==> config.mk <==
export PLATFORM = sky130hd
export DESIGN_NAME = io_capture_deskew
export DESIGN_NICKNAME = d
export VERILOG_FILES = /design/src/rtl/io_capture_pkg.sv /design/src/rtl/io_skew_line.sv /design/src/rtl/io_capture_deskew.sv
export SDC_FILE = /design/constraint.sdc
export NUM_CORES = 1
export LEC_CHECK = 0
export CAP_MARGIN = 15
export CORE_ASPECT_RATIO = 1.1
export CORE_MARGIN = 3
export CORE_UTILIZATION = 45
export DETAILED_ROUTE_END_ITERATION = 10
export DONT_BUFFER_PORTS = 1
export GPL_ROUTABILITY_DRIVEN = 0
export PLACE_DENSITY = 0.57
export SETUP_SLACK_MARGIN = 0.1
export SLEW_MARGIN = 20
export SYNTH_ARGS = -nofsm -noshare
export SYNTH_HDL_FRONTEND = slang
export SYNTH_HIERARCHICAL = 1
export SYNTH_SLANG_ARGS = --single-unit
==> constraint.sdc <==
create_clock -name Clock -period 10 [get_ports Clock]
set_input_delay 1.5 -clock Clock [delete_from_list [all_inputs] [get_ports Clock]]
set_output_delay 1.5 -clock Clock [all_outputs]
set_load 0.02 [all_outputs]
==> src/rtl/io_capture_pkg.sv <==
// Shared types and sizing helpers for the IO capture/deskew block.
package io_capture_pkg;

  typedef enum logic [2:0] {
    IDLE,
    SEARCH,
    WINDOW,
    VERIFY,
    LOCKED,
    FAIL
  } state_e;

  function automatic int unsigned clog2(input int unsigned v);
    int unsigned r;
    r = 0;
    for (int unsigned i = 0; i < 32; i++) begin
      if ((64'd1 << i) < 64'(v)) r = i + 1;
    end
    return r;
  endfunction

  // Width of a delay tap index; never narrower than one bit.
  function automatic int unsigned dw_of(input int unsigned max_skew);
    return (max_skew == 0) ? 1 : clog2(max_skew + 1);
  endfunction

endpackage

==> src/rtl/io_skew_line.sv <==
// Free-running per-lane delay line with a selectable output tap.
module io_skew_line #(
  parameter int unsigned W     = 9,
  parameter int unsigned DEPTH = 4,
  parameter int unsigned TW    = 2
) (
  input  logic          Clock,
  input  logic          Reset,
  input  logic [W-1:0]  d_i,
  input  logic [TW-1:0] tap_i,
  output logic [W-1:0]  q_o
);

  logic [W-1:0] line_q [DEPTH];

  always_ff @(posedge Clock) begin
    if (Reset) begin
      for (int unsigned i = 0; i < DEPTH; i++) line_q[i] <= '0;
    end else begin
      line_q[0] <= d_i;
      for (int unsigned i = 1; i < DEPTH; i++) line_q[i] <= line_q[i-1];
    end
  end

  assign q_o = (32'(tap_i) < DEPTH) ? line_q[tap_i] : '0;

endmodule

==> src/rtl/io_capture_deskew.sv <==
// IOB capture registers, per-lane skew lines and marker-based training FSM
// that measures inter-lane skew and programs the lane delays.
module io_capture_deskew
  import io_capture_pkg::*;
#(
  parameter int unsigned        LANES     = 4,
  parameter int unsigned        LANE_W    = 8,
  parameter int unsigned        MAX_SKEW  = 3,
  parameter int unsigned        PIPE      = 1,
  parameter logic [LANE_W-1:0]  TRAIN_PAT = LANE_W'(8'hA5),
  parameter int unsigned        LOCK_CNT  = 4,
  parameter int unsigned        TIMEOUT   = 1024,
  localparam int unsigned       DW        = dw_of(MAX_SKEW)
) (
  input  logic                      Clock,
  input  logic                      Reset,
  input  logic                      Set,
  input  logic                      Enable,
  input  logic                      Train,
  input  logic [LANES*LANE_W-1:0]   In,
  output logic [LANES*LANE_W-1:0]   Out,
  output logic                      OutValid,
  output logic                      Locked,
  output logic                      TrainFail,
  output logic [LANES*DW-1:0]       LaneDelay
);

  localparam int unsigned TCW = clog2(TIMEOUT + 1);
  localparam int unsigned VCW = clog2(LOCK_CNT + 1);

  (* iob = "true" *) logic [LANE_W-1:0] cap_q [LANES];
  logic                  v0_q;
  logic [LANE_W:0]       tap_w [LANES];
  logic [LANES*LANE_W-1:0] tap_word;
  logic                  tap_valid;
  logic [LANES-1:0]      cap_match, tap_match;

  state_e          state_q, state_d;
  logic [DW-1:0]   wcnt_q, wcnt_d;
  logic [VCW-1:0]  vcnt_q, vcnt_d;
  logic [TCW-1:0]  tcnt_q, tcnt_d;
  logic [LANES-1:0] rec_q, rec_d;
  logic [DW-1:0]   off_q [LANES];
  logic [DW-1:0]   off_d [LANES];
  logic [DW-1:0]   delay_q [LANES];
  logic [DW-1:0]   delay_d [LANES];

  always_ff @(posedge Clock) begin
    if (Reset) begin
      for (int unsigned l = 0; l < LANES; l++) cap_q[l] <= '0;
      v0_q <= 1'b0;
    end else if (Set) begin
      for (int unsigned l = 0; l < LANES; l++) cap_q[l] <= '1;
      v0_q <= 1'b0;
    end else if (Enable) begin
      for (int unsigned l = 0; l < LANES; l++) cap_q[l] <= In[l*LANE_W +: LANE_W];
      v0_q <= 1'b1;
    end else begin
      v0_q <= 1'b0;
    end
  end

  for (genvar g = 0; g < LANES; g++) begin : g_lane
    io_skew_line #(.W(LANE_W + 1), .DEPTH(MAX_SKEW + 1), .TW(DW)) u_line (
      .Clock (Clock),
      .Reset (Reset),
      .d_i   ({cap_q[g], v0_q}),
      .tap_i (delay_q[g]),
      .q_o   (tap_w[g])
    );
  end

  always_comb begin
    tap_word  = '0;
    tap_valid = 1'b1;
    cap_match = '0;
    tap_match = '0;
    for (int unsigned l = 0; l < LANES; l++) begin
      tap_word[l*LANE_W +: LANE_W] = tap_w[l][LANE_W:1];
      tap_valid    = tap_valid & tap_w[l][0];
      cap_match[l] = v0_q && (cap_q[l] == TRAIN_PAT);
      tap_match[l] = tap_w[l][0] && (tap_w[l][LANE_W:1] == TRAIN_PAT);
    end
  end

  if (PIPE == 0) begin : g_nopipe
    assign Out      = tap_word;
    assign OutValid = tap_valid;
  end else begin : g_pipe
    logic [LANES*LANE_W:0] pipe_q [PIPE];
    always_ff @(posedge Clock) begin
      if (Reset) begin
        for (int unsigned i = 0; i < PIPE; i++) pipe_q[i] <= '0;
      end else begin
        pipe_q[0] <= {tap_valid, tap_word};
        for (int unsigned i = 1; i < PIPE; i++) pipe_q[i] <= pipe_q[i-1];
      end
    end
    assign Out      = pipe_q[PIPE-1][LANES*LANE_W-1:0];
    assign OutValid = pipe_q[PIPE-1][LANES*LANE_W];
  end

  always_ff @(posedge Clock) begin
    if (Reset) begin
      state_q <= IDLE;
      wcnt_q  <= '0;
      vcnt_q  <= '0;
      tcnt_q  <= '0;
      rec_q   <= '0;
      for (int unsigned l = 0; l < LANES; l++) begin
        off_q[l]   <= '0;
        delay_q[l] <= '0;
      end
    end else begin
      state_q <= state_d;
      wcnt_q  <= wcnt_d;
      vcnt_q  <= vcnt_d;
      tcnt_q  <= tcnt_d;
      rec_q   <= rec_d;
      off_q   <= off_d;
      delay_q <= delay_d;
    end
  end

  always_comb begin
    logic [DW-1:0] max_off;
    state_d = state_q;
    wcnt_d  = wcnt_q;
    vcnt_d  = vcnt_q;
    tcnt_d  = tcnt_q;
    rec_d   = rec_q;
    off_d   = off_q;
    delay_d = delay_q;
    max_off = '0;
    if (Train) begin
      state_d = SEARCH;
      wcnt_d  = '0;
      vcnt_d  = '0;
      tcnt_d  = '0;
      rec_d   = '0;
      for (int unsigned l = 0; l < LANES; l++) begin
        off_d[l]   = '0;
        delay_d[l] = '0;
      end
    end else begin
      unique case (state_q)
        IDLE: ;
        SEARCH: begin
          if (|cap_match) begin
            state_d = WINDOW;
            wcnt_d  = '0;
            tcnt_d  = '0;
            rec_d   = cap_match;
            for (int unsigned l = 0; l < LANES; l++) off_d[l] = '0;
          end else if (tcnt_q == TCW'(TIMEOUT - 1)) begin
            state_d = FAIL;
          end else begin
            tcnt_d = tcnt_q + 1'b1;
          end
        end
        WINDOW: begin
          // Offset recorded is the post-increment count: cycles since the first marker.
          wcnt_d = wcnt_q + 1'b1;
          for (int unsigned l = 0; l < LANES; l++) begin
            if (cap_match[l] && !rec_q[l]) begin
              rec_d[l] = 1'b1;
              off_d[l] = wcnt_d;
            end
          end
          if (wcnt_d == DW'(MAX_SKEW)) begin
            if (&rec_d) begin
              for (int unsigned l = 0; l < LANES; l++)
                if (off_d[l] > max_off) max_off = off_d[l];
              for (int unsigned l = 0; l < LANES; l++)
                delay_d[l] = max_off - off_d[l];
              state_d = VERIFY;
              vcnt_d  = '0;
              tcnt_d  = '0;
            end else begin
              state_d = FAIL;
            end
          end
        end
        VERIFY: begin
          if (&tap_match) begin
            tcnt_d = '0;
            vcnt_d = vcnt_q + 1'b1;
            if (vcnt_d == VCW'(LOCK_CNT)) state_d = LOCKED;
          end else if (|tap_match) begin
            state_d = SEARCH;
            vcnt_d  = '0;
            tcnt_d  = '0;
            rec_d   = '0;
            for (int unsigned l = 0; l < LANES; l++) delay_d[l] = '0;
          end else if (tcnt_q == TCW'(TIMEOUT - 1)) begin
            state_d = FAIL;
          end else begin
            tcnt_d = tcnt_q + 1'b1;
          end
        end
        LOCKED: ;
        FAIL: ;
        default: state_d = IDLE;
      endcase
      if (state_d == FAIL)
        for (int unsigned l = 0; l < LANES; l++) delay_d[l] = '0;
    end
  end

  always_comb begin
    Locked    = (state_q == LOCKED);
    TrainFail = (state_q == FAIL);
    LaneDelay = '0;
    for (int unsigned l = 0; l < LANES; l++) LaneDelay[l*DW +: DW] = delay_q[l];
  end

endmodule

==> flow_summary.json <==
{
  "antenna_found_initial": 0,
  "area.growth.synth_to_final_pct": 11.50,
  "power.density_mw_per_mm2": 199.4,
  "htreeDepth": 1,
  "clock.fmax_ghz": 0.1894,
  "cts.sinks": 249,
  "period_needed_ns": 5.279,
  "netlist_top_cells_count": "dfxtp_1 (225), nor2b_1 (114), and2b_1 (81)",
  "leakage_nw": 4.390,
  "post_cts_buffers": 0,
  "final_util_pct": 51.85,
  "hp-class": "reg -> reg",
  "startpoint_type": "flop",
  "dpl_worst_slack_ns": 4.834,
  "worst_pin_slew_ns": 0.9917,
  "avgSynthCellArea_sq_um": 11.71,
  "die_h_um": 160.0,
  "clk_pin_slew_ns": 0.06,
  "synth_cells": 828,
  "synth.yosys.seq_area_share_pct": 53.89,
  "crit_required_ns": 10.44,
  "swShare_pct": 20.32,
  "ys_types": 71,
  "regToRegSetupSlack_ns": 4.72,
  "worstPathArrival_ns": 5.72,
  "grt_pass1_vias": 6118,
  "finalWorstSetupSlack_ns": 4.721,
  "via_per_inst": 5.320,
  "cts_tree": "built",
  "clk_latency_ns": 0.52,
  "die_w_um": 146.0,
  "path_class": "reg -> reg",
  "core_area_sq_mm": 0.02085,
  "fin_skew_ns": 0.01524,
  "yosysTopAreaCellShare_pct": 46.46,
  "rows": 55,
  "irDropWorstVdd_mv": 0.08508,
  "crit_family": "simple AND/OR/NAND/NOR gates",
  "rsz0062_at_grt": "false",
  "antenna_left": 0,
  "cts_made_buffers": 26,
  "vias": 5958,
  "grt_max_degree": 193,
  "dpl.hpwl_um": 13570,
  "finalMaxSlewViolations": 0,
  "r2r-end": "LaneDelay[5]",
  "fin_nets": 866,
  "grtUsageTotal_pct": 16.80,
  "async_flop_share_pct": 0,
  "post_drt_wl_per_cell_um": 17.71,
  "period_share_pct": 52.79,
  "timing.slew.headroom_pct": 33.79,
  "internal_power_mw": 1.718,
  "combPwrFrac_pct": 3.1,
  "cpPeakStageDelay_ns": 0.51,
  "grt_pass1_wl_um": 32350,
  "pwr-share-seq_pct": 49.8,
  "grt-ovfl-total": 0,
  "dr.pass1.iters": 4,
  "antennaDiodeCount": 0,
  "power_switching_mw": 0.4380,
  "setup_tns_ns": 0,
  "p_clk_share_pct": 47.0,
  "hold-path-cell-count": 1,
  "dieArea_sq_mm": 0.02335,
  "min-delay-start": "g_lane[2].u_line/line_q[2][3]",
  "synth_edf_count": 24,
  "drc_errors": 0,
  "ctsHoldBuffers": 0,
  "portBuffers": 0,
  "synth.most_common_cell": "dfxtp_1",
  "drt_wl_total_um": 19830,
  "critPathSlowestCell": "dfxtp_1",
  "hold_violations": 0,
  "status": "finished clean",
  "rr_startpoint": "v0_q",
  "cts-root-buf": "clkbuf_16",
  "maxCapViolCount": 0,
  "synth_top_area_cell": "dfxtp_1",
  "ys_top_cells_by_area": "dfxtp_1 (46%), mux4_2 (8.4%), edfxtp_1 (7.4%), nor2b_1 (7.4%), and2b_1 (6.3%)",
  "end_kind": "flop",
  "drt-initial-drc-count": 276,
  "ys_ff_latch": 249,
  "synth_area_sq_mm": 0.009696,
  "hold_end": "g_lane[2].u_line/line_q[3][3]",
  "boundaryPins": 80,
  "finalNonFillerCells": 1120,
  "path_cells": "nor4bb_1, nand3_1, mux2i_1, inv_1, ha_1, o21ba_2, o21ai_0, mux2i_1, or2_2, ha_1, inv_1, o22ai_1, nand2b_4, nand2_1, ha_1, nand2_1, o21ai_1, nand2_1, nor3_1, o21ai_1, or3_1, a31oi_1",
  "path_max_fanout": 11,
  "ys.flop_type": "dfxtp_1",
  "setup_viol": 0,
  "drive_above_1_share_pct": 13.77,
  "post_cts_resized": 0,
  "reg2reg_depth": 22,
  "synth_nets": 879,
  "path_buf_inv": 2,
  "initial_core_util_pct": 46.50,
  "dp_cells": 1072,
  "clock_path_buffers": 3,
  "yosysWarningCount": 6
}
## worst reg2reg max path, delay by kind of cell (launching register included)
kind,cells,cell delay (ns)
flops,1,0.51
mux,2,0.58
fa+ha+maj,3,0.90
simple gates,9,1.85
compound gates,6,1.24
buf+inv,2,0.13
## metal layers
metal | vias to the layer above | wire length (um) | global-route usage [%] | part of all wire (%)
met1 | 2939 | 9073 | 22.36 | 46
met2 | 116 | 9375 | 27.90 | 47
met5 | - | 0 | 0 | 0
li1 | 2876 | - | - | -
met4 | 0 | 399 | 4.447 | 2.0
met3 | 27 | 983 | 3.717 | 5.0
## final cells by class
class	instances	area, sq um
well taps	285	356.6
repair buffers	1	7.507
clock buffers	36	790.8
flip-flops and latches	249	5226
fillers	1823	10040
clock inverters	12	138.9
multi-input cells	518	4219
inverters	19	71.32
## state kept, by name, indices dropped and copies added (netlist names)
signal                count
g_lane.u_line/line_q    144
g_pipe.pipe_q            33
cap_q                    32
tcnt_q                   11
LaneDelay                 8
off_q                     8
rec_q                     4
state_q                   3
vcnt_q                    3
wcnt_q                    2
v0_q                      1
## power by group through the flow
stage / combinational, mW / clock, mW / sequential (mW)
floorplan: 0.0651 / 0 / 1.09
global placement: 0.0673 / 0 / 1.09
detailed placement: 0.0678 / 0 / 1.10
CTS: 0.0683 / 1.04 / 1.07
global route: 0.0745 / 1.08 / 1.08
finish: 0.0678 / 1.01 / 1.07
## how the worst max path moves through the flow
stage / from / end / slack (ns) / cells past startpoint
2_1_floorplan: cap_q[0][1] / LaneDelay[5] / 5.41 / 22
3_3_place_gp: v0_q / LaneDelay[5] / 5.11 / 22
3_5_place_dp: v0_q / LaneDelay[5] / 4.83 / 22
4_1_cts: v0_q / LaneDelay[5] / 4.81 / 22
5_1_grt: v0_q / LaneDelay[5] / 4.29 / 22
6_report: v0_q / LaneDelay[5] / 4.72 / 22
## cells in the final DEF (no fill, tap or decap), drive strengths merged, types with 5 or more instances in the layout
cell type,count
a211oi,12
a21o,28
a21oi,14
a22oi,11
a31oi,10
and2,7
and2b,81
and3,5
and4bb,7
clkbuf,36
clkinv,8
dfxtp,225
edfxtp,24
ha,14
inv,20
mux2i,8
mux4,36
nand2,13
nand3,11
nand4,14
nor2,45
nor2b,114
nor3,13
nor3b,9
o21ai,8
or3,6
xnor2,6
## kinds of logic (layout without fill, tap and decap cells)
group / Yosys count / in the layout / synth area share [%]
flops: 249 / 249 / 53.89
simple gates: 346 / 346 / 22.98
compound gates: 105 / 105 / 8.389
xor+xnor: 7 / 7 / 0.6324
buf+inv: 61 / 68 / 2.839
fa+ha+maj: 14 / 14 / 1.807
mux: 46 / 46 / 9.459
## metrics by stage
stage / total power, mW / instance area, sq um / hold WS (ns)
6_report: 2.156 / 10810 / 0.4547
5_1_grt: 2.237 / 10810 / 0.4650
4_1_cts: 2.184 / 10790 / 0.4540
3_5_place_dp: 1.163 / 9863 / 0.4410
3_3_place_gp: 1.161 / 9863 / 0.4371
2_1_floorplan: 1.153 / 9696 / 0.4283
(Power assumes the default switching activity.)
